--- config.mk ---
export PLATFORM = sky130hd
export DESIGN_NAME = adc_host_bridge
export DESIGN_NICKNAME = d
export VERILOG_FILES = /design/src/rtl/adc_host_bridge.sv
export SDC_FILE = /design/constraint.sdc
export NUM_CORES = 1
export LEC_CHECK = 0
export BUFFER_PORTS_ARGS = -buffer_cell sky130_fd_sc_hd__buf_4
export CAP_MARGIN = 20
export CORE_MARGIN = 5
export CORE_UTILIZATION = 55
export CTS_BUF_LIST = sky130_fd_sc_hd__clkbuf_2 sky130_fd_sc_hd__clkbuf_4 sky130_fd_sc_hd__clkbuf_8
export CTS_CLUSTER_DIAMETER = 30
export CTS_CLUSTER_SIZE = 28
export DETAILED_ROUTE_END_ITERATION = 8
export PLACE_DENSITY = 0.82
export SLEW_MARGIN = 25
export SYNTH_ARGS = -nofsm -noshare
export SYNTH_HDL_FRONTEND = slang
export SYNTH_SLANG_ARGS = --single-unit
--- constraint.sdc ---
create_clock -name clk -period 5.25 [get_ports clk]
set_input_delay 0.525 -clock clk [delete_from_list [all_inputs] [get_ports clk]]
set_output_delay 0.525 -clock clk [all_outputs]
set_load 0.01 [all_outputs]
--- src/rtl/adc_host_bridge.sv ---
// Host register-bus bridge for the ADC digital core: holds the two configuration words,
// queues conversion results in a FIFO and exposes config/status/results to the host.
module adc_host_bridge #(
  parameter int unsigned FIFO_DEPTH    = 8,
  parameter logic [15:0] CONFIG1_RESET = 16'h0000,
  parameter logic [15:0] CONFIG2_RESET = 16'h0000
) (
  input  logic        clk,
  input  logic        rst_n,
  output logic [15:0] config_1_out,
  output logic [15:0] config_2_out,
  input  logic [15:0] result_in,
  input  logic        conv_finished_in,
  input  logic [1:0]  bus_addr_in,
  input  logic [15:0] bus_wdata_in,
  input  logic        bus_we_in,
  input  logic        bus_re_in,
  output logic [15:0] bus_rdata_out,
  output logic        bus_rvalid_out,
  output logic        fifo_nempty_out
);

  localparam int unsigned PtrW = (FIFO_DEPTH > 1) ? $clog2(FIFO_DEPTH) : 1;
  localparam int unsigned LvlW = PtrW + 1;
  localparam logic [LvlW-1:0] LvlFull = LvlW'(FIFO_DEPTH);

  localparam logic [1:0] AddrCfg1   = 2'd0;
  localparam logic [1:0] AddrCfg2   = 2'd1;
  localparam logic [1:0] AddrStatus = 2'd2;
  localparam logic [1:0] AddrResult = 2'd3;

  logic [15:0]     cfg1_q, cfg1_d;
  logic [15:0]     cfg2_q, cfg2_d;
  logic [PtrW-1:0] wr_ptr_q, wr_ptr_d;
  logic [PtrW-1:0] rd_ptr_q, rd_ptr_d;
  logic [LvlW-1:0] level_q, level_d;
  logic            ovf_q, ovf_d;
  logic [7:0]      cnt_q, cnt_d;
  logic [15:0]     rdata_q, rdata_d;
  logic            rvalid_q, rvalid_d;
  logic            nempty_q, nempty_d;
  logic [15:0]     mem_q [FIFO_DEPTH];

  logic fifo_empty, fifo_full;
  logic flush, clr_ovf, pop, push, ovf_evt;

  always_comb begin
    fifo_empty = (level_q == '0);
    fifo_full  = (level_q == LvlFull);
    flush      = bus_we_in && (bus_addr_in == AddrStatus) && bus_wdata_in[1];
    clr_ovf    = bus_we_in && (bus_addr_in == AddrStatus) && bus_wdata_in[0];
    pop        = bus_re_in && (bus_addr_in == AddrResult) && !fifo_empty;
    // A pop on a full FIFO frees the slot the coincident push needs.
    push       = conv_finished_in && !flush && (!fifo_full || pop);
    ovf_evt    = conv_finished_in && !flush && fifo_full && !pop;
  end

  always_comb begin
    cfg1_d   = cfg1_q;
    cfg2_d   = cfg2_q;
    if (bus_we_in && (bus_addr_in == AddrCfg1)) cfg1_d = bus_wdata_in;
    if (bus_we_in && (bus_addr_in == AddrCfg2)) cfg2_d = bus_wdata_in;

    if (flush) begin
      wr_ptr_d = '0;
      rd_ptr_d = '0;
      level_d  = '0;
    end else begin
      wr_ptr_d = wr_ptr_q + PtrW'(push);
      rd_ptr_d = rd_ptr_q + PtrW'(pop);
      level_d  = level_q + LvlW'(push) - LvlW'(pop);
    end
    nempty_d = (level_d != '0);

    // Set beats clear when both land in the same cycle.
    ovf_d = ovf_evt ? 1'b1 : (clr_ovf ? 1'b0 : ovf_q);
    cnt_d = cnt_q + 8'(conv_finished_in);
  end

  always_comb begin
    rdata_d  = rdata_q;
    rvalid_d = bus_re_in;
    if (bus_re_in) begin
      unique case (bus_addr_in)
        AddrCfg1:   rdata_d = cfg1_q;
        AddrCfg2:   rdata_d = cfg2_q;
        AddrStatus: rdata_d = {cnt_q, ovf_q, 7'(level_q)};
        AddrResult: rdata_d = fifo_empty ? 16'h0000 : mem_q[rd_ptr_q];
        default:    rdata_d = 16'h0000;
      endcase
    end
  end

  always_ff @(posedge clk or negedge rst_n) begin
    if (!rst_n) begin
      cfg1_q   <= CONFIG1_RESET;
      cfg2_q   <= CONFIG2_RESET;
      wr_ptr_q <= '0;
      rd_ptr_q <= '0;
      level_q  <= '0;
      ovf_q    <= 1'b0;
      cnt_q    <= 8'h00;
      rdata_q  <= 16'h0000;
      rvalid_q <= 1'b0;
      nempty_q <= 1'b0;
    end else begin
      cfg1_q   <= cfg1_d;
      cfg2_q   <= cfg2_d;
      wr_ptr_q <= wr_ptr_d;
      rd_ptr_q <= rd_ptr_d;
      level_q  <= level_d;
      ovf_q    <= ovf_d;
      cnt_q    <= cnt_d;
      rdata_q  <= rdata_d;
      rvalid_q <= rvalid_d;
      nempty_q <= nempty_d;
    end
  end

  // Storage needs no reset; level and pointers define which entries are live.
  always_ff @(posedge clk) begin
    if (push) mem_q[wr_ptr_q] <= result_in;
  end

  assign config_1_out    = cfg1_q;
  assign config_2_out    = cfg2_q;
  assign bus_rdata_out   = rdata_q;
  assign bus_rvalid_out  = rvalid_q;
  assign fifo_nempty_out = nempty_q;

endmodule

* After elaboration in Yosys (flattened, before gate mapping)
Memory sizes are Yosys's and may differ from the RTL's.
Cells that the tools add are included.
** Word-level totals
- Bits in registers :: 69
- Latch bits :: 0
- RAM bits :: 128
- Memory bits (read-only) :: 0
- Input bits :: 39
- Output and inout bits :: 50
- Logic and storage cells :: 49
- Memories kept :: 1
** Operators by class
- $add $sub $neg :: 5
- Multipliers :: 0
- Div/mod/pow operators :: 0
- Magnitude comparators :: 0
- Equal/unequal tests :: 4
- Shifts and indexed selects :: 0
- Multiplexer cells :: 9
- Bitwise logic cells :: 0
- Reduce and logical (&&, ||, !) cells :: 20
** Memories
- mem_q :: words 8, bits a word 16, rd ports 1, clocked after Yosys merged registers in 0, wr ports 1, RTL line 42 : logic [15:0] mem_q [FIFO_DEPTH];
** Operator list (number)
- 16-bit one-hot mux with 4 select lines :: 1
- 16-bit two-way mux :: 1
- 1-bit logical AND :: 11
- 8-bit by 1-bit adder with 8-bit output :: 1
- 3-bit by 1-bit adder with 3-bit output :: 2
- 3-bit two-way mux :: 2
- 4-bit by 1-bit adder with 4-bit output :: 1
- 2-bit equality test, second input constant :: 2
- 4-bit equality test, second input constant :: 1
- 1-bit zero test :: 4
- 4-bit zero test :: 1
- 1-bit two-way mux :: 4
- 4-bit two-way mux :: 1
- 4-bit nonzero test :: 1
- 4-bit by 1-bit subtractor with 4-bit output :: 1
- 2-bit by 1-bit equality test with 1-bit output, second input constant :: 1
- 2-bit zero test :: 1
- 2-bit nonzero test :: 1
- 1-bit logical OR :: 1

* Longest topological paths before layout
Gate-level depths: netlist of run 1.
- Depth after elaboration :: 10
- Depth in mapped cells :: 12

* Worst setup path after synthesis of run 1
No wires, ideal clock.
- Path type :: input to register
- Start :: input bus_re_in
- End :: memory mem_q[1][0], enable pin
- Library setup time :: 0.409 ns
- Data arrival time :: 2.284 ns
- Data required time :: 4.841 ns
- Setup slack :: 2.557 ns
- Cell stages on the path :: 5
- Buffers on the path :: 1
- Cells stage by stage :: buf_4 -> nand3_1 -> o211ai_2 -> nand4_1 -> nor3_1
** Between the ends
- Cells in the longest elaborated chain, start to end :: 6
** Ends and longest elaborated chain
- start: declaration :: RTL line 17 : input logic bus_re_in,
- 1-bit logical AND (2 in series) :: RTL line 52 : pop = bus_re_in && (bus_addr_in == AddrResult) && !fifo_empty;
- 1-bit logical OR :: RTL line 54 : push = conv_finished_in && !flush && (!fifo_full || pop);
- 1-bit logical AND :: RTL line 54
- 1-bit two-way mux :: RTL line 122 : if (push) mem_q[wr_ptr_q] <= result_in;
- 1-bit two-way mux (not written as such) :: RTL line 122
- end: declaration :: RTL line 42
No other way between the ends.

* Worst setup path in the final report of run 1
- Start :: register level_q[2]
- End :: register nempty_q, in the netlist fifo_nempty_out
** Between the ends
- Cells in the longest elaborated chain, start to end :: 9
- Elaborated cells between the ends (all ways) :: 11
- Classes of those cells :: add/sub (2); eq/ne (1); mux (1); reduce/logical (7)
** Ends and longest elaborated chain
- start: declaration :: RTL line 36 : logic [LvlW-1:0] level_q, level_d;
- start signal: assignment :: RTL line 111 : level_q <= level_d;
- 4-bit zero test :: RTL line 48 : fifo_empty = (level_q == '0);
- 1-bit zero test :: RTL line 52
- 1-bit logical AND :: RTL line 52
- 1-bit logical OR :: RTL line 54
- 1-bit logical AND :: RTL line 54
- 4-bit by 1-bit adder with 4-bit output :: RTL line 71 : level_d = level_q + LvlW'(push) - LvlW'(pop);
- 4-bit by 1-bit subtractor with 4-bit output * :: RTL line 71
- 4-bit two-way mux * :: RTL line 64 : if (flush) begin
- named net level_d[2] :: RTL line 36
- 4-bit nonzero test * :: RTL line 73 : nempty_d = (level_d != '0);
- named net nempty_d :: RTL line 41 : logic nempty_q, nempty_d;
- end signal: assignment :: RTL line 116 : nempty_q <= nempty_d;
- end: declaration :: RTL line 41
Mark *: on every way through the listed nets, which the timed path passes. The rest lies on a longest branch.
A chain may end at the register's enable or synchronous reset.

==> results of run 1 <==
-- layer usage --
| layer | share of wire (%) | track usage, % | wire length [µm] |
|---|---|---|---|
| met1 | 45 | 28.4 | 7540 |
| met2 | 49 | 30.8 | 8230 |
| met3 | 5.7 | 5.38 | 970 |
| met5 | 0 | 0 | 0 |
| met4 | 1.1 | 4.97 | 184 |
-- cells in the mapped netlist, types with 3 or more instances --
| master | n |
|---|---|
| edfxtp_1 | 128 |
| dfrtp_1 | 69 |
| mux2_2 | 53 |
| mux2i_1 | 26 |
| nor2_1 | 23 |
| nor2b_1 | 21 |
| mux4_2 | 16 |
| nand2_1 | 16 |
| ha_1 | 12 |
| o22ai_1 | 12 |
| o211a_1 | 9 |
| o32ai_1 | 9 |
| buf_2 | 8 |
| xnor2_1 | 8 |
| clkbuf_1 | 7 |
| inv_1 | 7 |
| nand3_1 | 7 |
| and2_1 | 6 |
| buf_4 | 6 |
| nand2b_1 | 5 |
| o21ai_0 | 5 |
| a2111oi_0 | 4 |
| a211oi_1 | 4 |
| o2bb2ai_1 | 4 |
| o41ai_1 | 4 |
| buf_6 | 3 |
-- worst max-delay path by stage --
stage,startpoint,to,slack (ps),depth (start not counted)
global route,level_q[2],fifo_nempty_out,2080,12
floorplan,bus_re_in,mem_q[1][0],2560,5
CTS,level_q[2],fifo_nempty_out,2340,12
detailed placement,bus_addr_in[0],fifo_nempty_out,2130,12
finish,level_q[2],fifo_nempty_out,2360,12
global placement,bus_addr_in[0],mem_q[2][11],2170,5
-- critical path: stages, from the launching register on --
cell     delay [ps]
dfrtp_1         390
inv_1           110
ha_1            190
a21o_1          420
inv_1           190
ha_1            320
inv_1            40
ha_1            200
fa_1            390
xnor2_1         170
nor2_1           70
nor3_1          160
o21ai_0         110
-- flip-flops by register name, summed over array words and instances, names as in the netlist --
signal,count
wr_ptr_q,3
bus_rvalid_out,1
ovf_q,1
config_2_out,16
bus_rdata_out,16
rd_ptr_q,3
mem_q,128
level_q,4
config_1_out,16
fifo_nempty_out,1
cnt_q,8
-- final cells by class --
type	count	area, µm²	share of cell area (%)
clock buffer	17	234	2.50
clock inverter	14	129	1.38
inverter	7	26.3	0.281
multi-input combinational	266	2430	26.0
sequential	197	5570	59.6
tap	184	230	2.46
timing repair buffer	97	728	7.79
-- power by group through the flow --
stage               sequential, mW  clock (mW)  combinational, mW
finish                        2.13       0.899               1.24
global placement              2.14           0               1.19
global route                  2.15       0.986               1.35
CTS                           2.13       0.916               1.25
floorplan                     2.14           0              0.795
detailed placement            2.16           0               1.24
-- cell families after synthesis --
logic type               synth area share, %
flip-flops                              68.3
buffers and inverters                   2.15
AO/OA/AOI/OAI                           5.35
AND/OR/NAND/NOR                         6.16
multiplexers                            14.9
XOR/XNOR                                1.07
adder cells (fa/ha/maj)                 2.09
==> flow_metrics.tcl, run 1 <==
set metrics [dict create \
    status "finished, final reports clean" \
    cp-start-kind "flip-flop" \
    ys_seq_area_share_pct 68.3 \
    hpwl_um 11900 \
    die_h_um 132 \
    grt_pass1_vias 4741 \
    r2r-end "fifo_nempty_out" \
    synth_edf_count 128 \
    dr_total_vias 4611 \
    r2r_start "level_q[2]" \
    rows 44 \
    final_common_cell "edfxtp_1" \
    syn_inst 495 \
    yosys_warnings 0 \
    required_ps 5590 \
    finalInstanceArea_mm2 0.00935 \
    grt_pass1_wl_um 26800 \
    clock.fmax_mhz 345 \
    clock_latency_ps 460 \
    synth_area_leaders "edfxtp_1, dfrtp_1, mux2_2, mux4_2, mux2i_1" \
    dpl_cell_area_mm2 0.00898 \
    worst_setup_path_end_kind "flip-flop" \
    hold_buffers 0 \
    path_class "reg2reg" \
    p_int_mw 2.91 \
    n_fill_cell 1034 \
    antenna_found_initial 0 \
    p_sw_share_pct 31.8 \
    cts_max_path_buffers 2 \
    synth_top_area_share_pct 47.1 \
    ys_seq_elements 197 \
    drive_gt1_share_pct 33.8 \
    track_usage_pct 19.9 \
    hold_viol 0 \
    worstPathArrival_ps 3230 \
    wl_um 16900 \
    layout_setup_ws_ps 2360 \
    switching_power_mw 1.36 \
    die_area_mm2 0.0174 \
    synth_area_leader_cell "edfxtp_1" \
    layout_common_cells "edfxtp_1, buf_4, dfrtp_1" \
    holdCritPathClass "in2async" \
    root_buffer "clkbuf_8" \
    numCtsBuffers 17 \
    drc_errors 0 \
    die_x_um 132 \
    vias_per_cell 5.90 \
    ir_drop_mv 0.379 \
    finalSetupViolations 0 \
    holdWs_ps 160 \
    syn-num-nets 547 \
    instances_no_fill 782 \
    dr.pass1.iters 5 \
    io_buffers 88 \
    dp_worst_setup_slack_ps 2130 \
    setup_tns_ps 0 \
    rsz0062_at_grt "no" \
    final_util_pct 64.3 \
    cp_max_fo 14 \
    grt_max_degree 70 \
    htreeDepth 4 \
    r2r_slack_ps 2360 \
    placed_cells_incl_taps 751 \
    pwr-share-clk_pct 21.1 \
    cts.clk_slew.worst_paths_ps 90 \
    fp.coreArea_mm2 0.0145 \
    clock-sinks 197 \
    finClkSkew_ps 7.14 \
    ant_nets 0 \
    tightest_slew_ps 890 \
    routabilityCongestion 0.817 \
    overflow 0 \
    final_nets 638 \
    pin_count 89 \
    diodes 0 \
    syn_avg_cell_area_um2 16.5 \
    post_cts_buffers 0 \
    pwr_density_cell_mw_per_mm2 456 \
    drv_slew 0 \
    ctsResizeCount 0 \
    drt-initial-drc-count 529 \
    total_power_mw 4.26 \
    ys_types 44 \
    slew_headroom_pct 40.6 \
    leakage_nw 3.61 \
    reg2regPathDepth 12 \
    power.share.combinational_pct 29.0 \
    area_growth_pct 14.5 \
    fin_crit_sh_pct 55.1 \
    maxCapViolCount 0 \
    fin_crit_ps 2890 \
    start_util_pct 56.1 \
    seq_power_share_pct 49.9 \
    netlist_area_mm2 0.00816 \
    wl_per_cell_um 21.6 \
    cts_tree "done" \
    async_reset_ff_share_pct 35.0 \
    ys.flop_type "edfxtp_1" \
]
Note: power is estimated with default switching activity, not from simulation.
==> run 2, diff against run 1 <==
- ABC_AREA: default -> 1
- PLACE_DENSITY: 0.82 -> 0.85
- clock period: 5.25 -> 2.65 ns (I/O delays scaled with it)
==> flow_metrics.tcl, run 2 <==
set metrics [dict create \
    status "complete, but fails checks" \
    violations "setup timing" \
    cts_max_path_buffers 2 \
    r2r-end "fifo_nempty_out" \
    synth_mux_area_share_pct 0 \
    setup_tns_ps -38.5 \
    cts_tree "done" \
    hold_end "mem_q[1][1]" \
    numCtsBuffers 17 \
    dr.pass1.iters 7 \
    overflow 0 \
    cts.clk_slew.worst_paths_ps 100 \
    ir_drop_mv 0.463 \
    drt-initial-drc-count 704 \
    hpwl_um 13200 \
    dpl_cell_area_mm2 0.00962 \
    syn_inst 896 \
    dr_total_vias 6465 \
    clock.fmax_mhz 372 \
    io_buffers 88 \
    hold_depth 1 \
    ys_types 29 \
    ys_seq_area_share_pct 64.1 \
    tightest_slew_ps 931 \
    grt_pass1_vias 6347 \
    die_area_mm2 0.0184 \
    fin_crit_sh_pct 101 \
    pin_count 89 \
    diodes 0 \
    synth_top_family_by_area "simple AND/OR/NAND/NOR gates" \
    synth-xor-area-share_pct 0.908 \
    clock-sinks 197 \
    cp_max_fo 3 \
    reg2regPathDepth 16 \
    grt_max_degree 70 \
    synth_fa_ha_area_share_pct 1.96 \
    track_usage_pct 22.8 \
    final_util_pct 64.7 \
    synth_top_area_share_pct 44.3 \
    layout_common_cells "nand2_1, inv_1, edfxtp_1" \
    finalSetupViolations 1 \
    ys.flop_type "edfxtp_1" \
    die_x_um 136 \
    instances_no_fill 1226 \
    regMostFlops "mem_q" \
    drc_errors 0 \
    synth_area_leaders "edfxtp_1, dfrtp_1, nand2_1, inv_1, nand3_1" \
    async_reset_ff_share_pct 35.0 \
    htreeDepth 4 \
    drv_slew 0 \
    fin_crit_ps 2690 \
    syn_avg_cell_area_um2 9.69 \
    path_class "reg2reg" \
    hp-start "result_in[1]" \
    pwr_density_cell_mw_per_mm2 906 \
    largest_reg_flops 128 \
    routabilityCongestion 0.836 \
    wl_um 20800 \
    syn-num-nets 948 \
    fp.coreArea_mm2 0.0157 \
    area_growth_pct 17.0 \
    netlist_area_mm2 0.00869 \
    finClkSkew_ps 16.2 \
    final_nets 1049 \
    worstPathArrival_ps 3060 \
    rows 46 \
    synthSimpleGateAreaFrac_pct 20.6 \
    yosys_warnings 0 \
    synth_area_leader_cell "edfxtp_1" \
    start_util_pct 55.3 \
    r2r_start "level_q[3]" \
    slew_headroom_pct 37.8 \
    placed_cells_incl_taps 1185 \
    vias_per_cell 5.27 \
    finalInstanceArea_mm2 0.0102 \
    clock_latency_ps 480 \
    ant_nets 0 \
    dp_worst_setup_slack_ps 29.2 \
    yosysMostFrequentCell "nand2_1" \
    hold_viol 0 \
    root_buffer "clkbuf_8" \
    antenna_found_initial 0 \
    grt_pass1_wl_um 32000 \
    ys_top_cells_by_count "nand2_1, inv_1, edfxtp_1, nand3_1, dfrtp_1" \
    final_common_cell "nand2_1" \
    required_ps 3020 \
    leakage_nw 4.80 \
    synth_compound_area_share_pct 4.03 \
    die_h_um 136 \
    layout_setup_ws_ps -38.5 \
    drive_gt1_share_pct 17.0 \
    cp-start-kind "flip-flop" \
    synth_edf_count 128 \
    holdCritPathClass "in2reg" \
    maxCapViolCount 0 \
    wl_per_cell_um 17.0 \
    worst_setup_path_end_kind "flip-flop" \
    r2r_slack_ps -40 \
    ys_seq_elements 197 \
]
## run 2: critical path: stages (launching register included)
cell and delay (ps):
dfrtp_1 390, inv_2 60, ha_2 170, inv_2 80, nor2_4 60, nor2_8 120, nand2_4 80, a21oi_4 170
inv_2 70, ha_4 280, inv_2 40, ha_4 160, fa_2 390, xor2_1 150, nand2_1 90, nand3_1 60
or2_1 220
## run 2: final cells by class
cell class / instances / area [µm²]
sequential: 197 / 5570
fill: 1153 / 5550
multi-input combinational: 521 / 2420
timing repair buffer: 122 / 953
inverter: 138 / 518
tap: 216 / 270
clock buffer: 17 / 234
clock inverter: 15 / 191
## run 2: how the worst max path moves through the flow
stage,from,end,slack (ps)
global route,level_q[3],fifo_nempty_out,-110
floorplan,level_q[2],fifo_nempty_out,110
finish,level_q[3],fifo_nempty_out,-40
global placement,level_q[2],fifo_nempty_out,100
CTS,level_q[2],fifo_nempty_out,9
detailed placement,level_q[2],fifo_nempty_out,30
## run 2: where the power goes
group	total [mW]	internal, mW	switching [mW]
registers	4.17	3.84	0.329
logic	2.97	1.07	1.91
clock network	2.07	0.958	1.11
## run 2: cells by family after synthesis
kind of cell,after synthesis
adder cells (fa/ha/maj),13
buffers and inverters,178
flip-flops,197
AND/OR/NAND/NOR,433
XOR/XNOR,9
AO/OA/AOI/OAI,66
## run 2: through the flow
stage	hold WS [ps]	power, mW
floorplan	-30.6	6.02
global placement	421	6.90
detailed placement	425	7.03
CTS	0.511	9.10
global route	2.93	9.72
finish	16.8	9.21
## run 2: metal layers
layer  vias to the layer above  global-route usage [%]  wire [µm]
met5                         -                       0          0
met4                         0                    11.5        770
met3                        47                    4.31       1440
met2                       288                    37.9      10600
met1                      3081                    28.7       8030
li1                       3049                       -          -
## run 2: what timing repair did
| item | CTS | global route |
|---|---|---|
| gates resized for setup | 0 | 11 |
| hold endpoints to repair | 81 | 0 |
| hold buffers | 5 | 0 |
| buffers inserted | 0 | 4 |
| setup endpoints to repair | 0 | 1 |
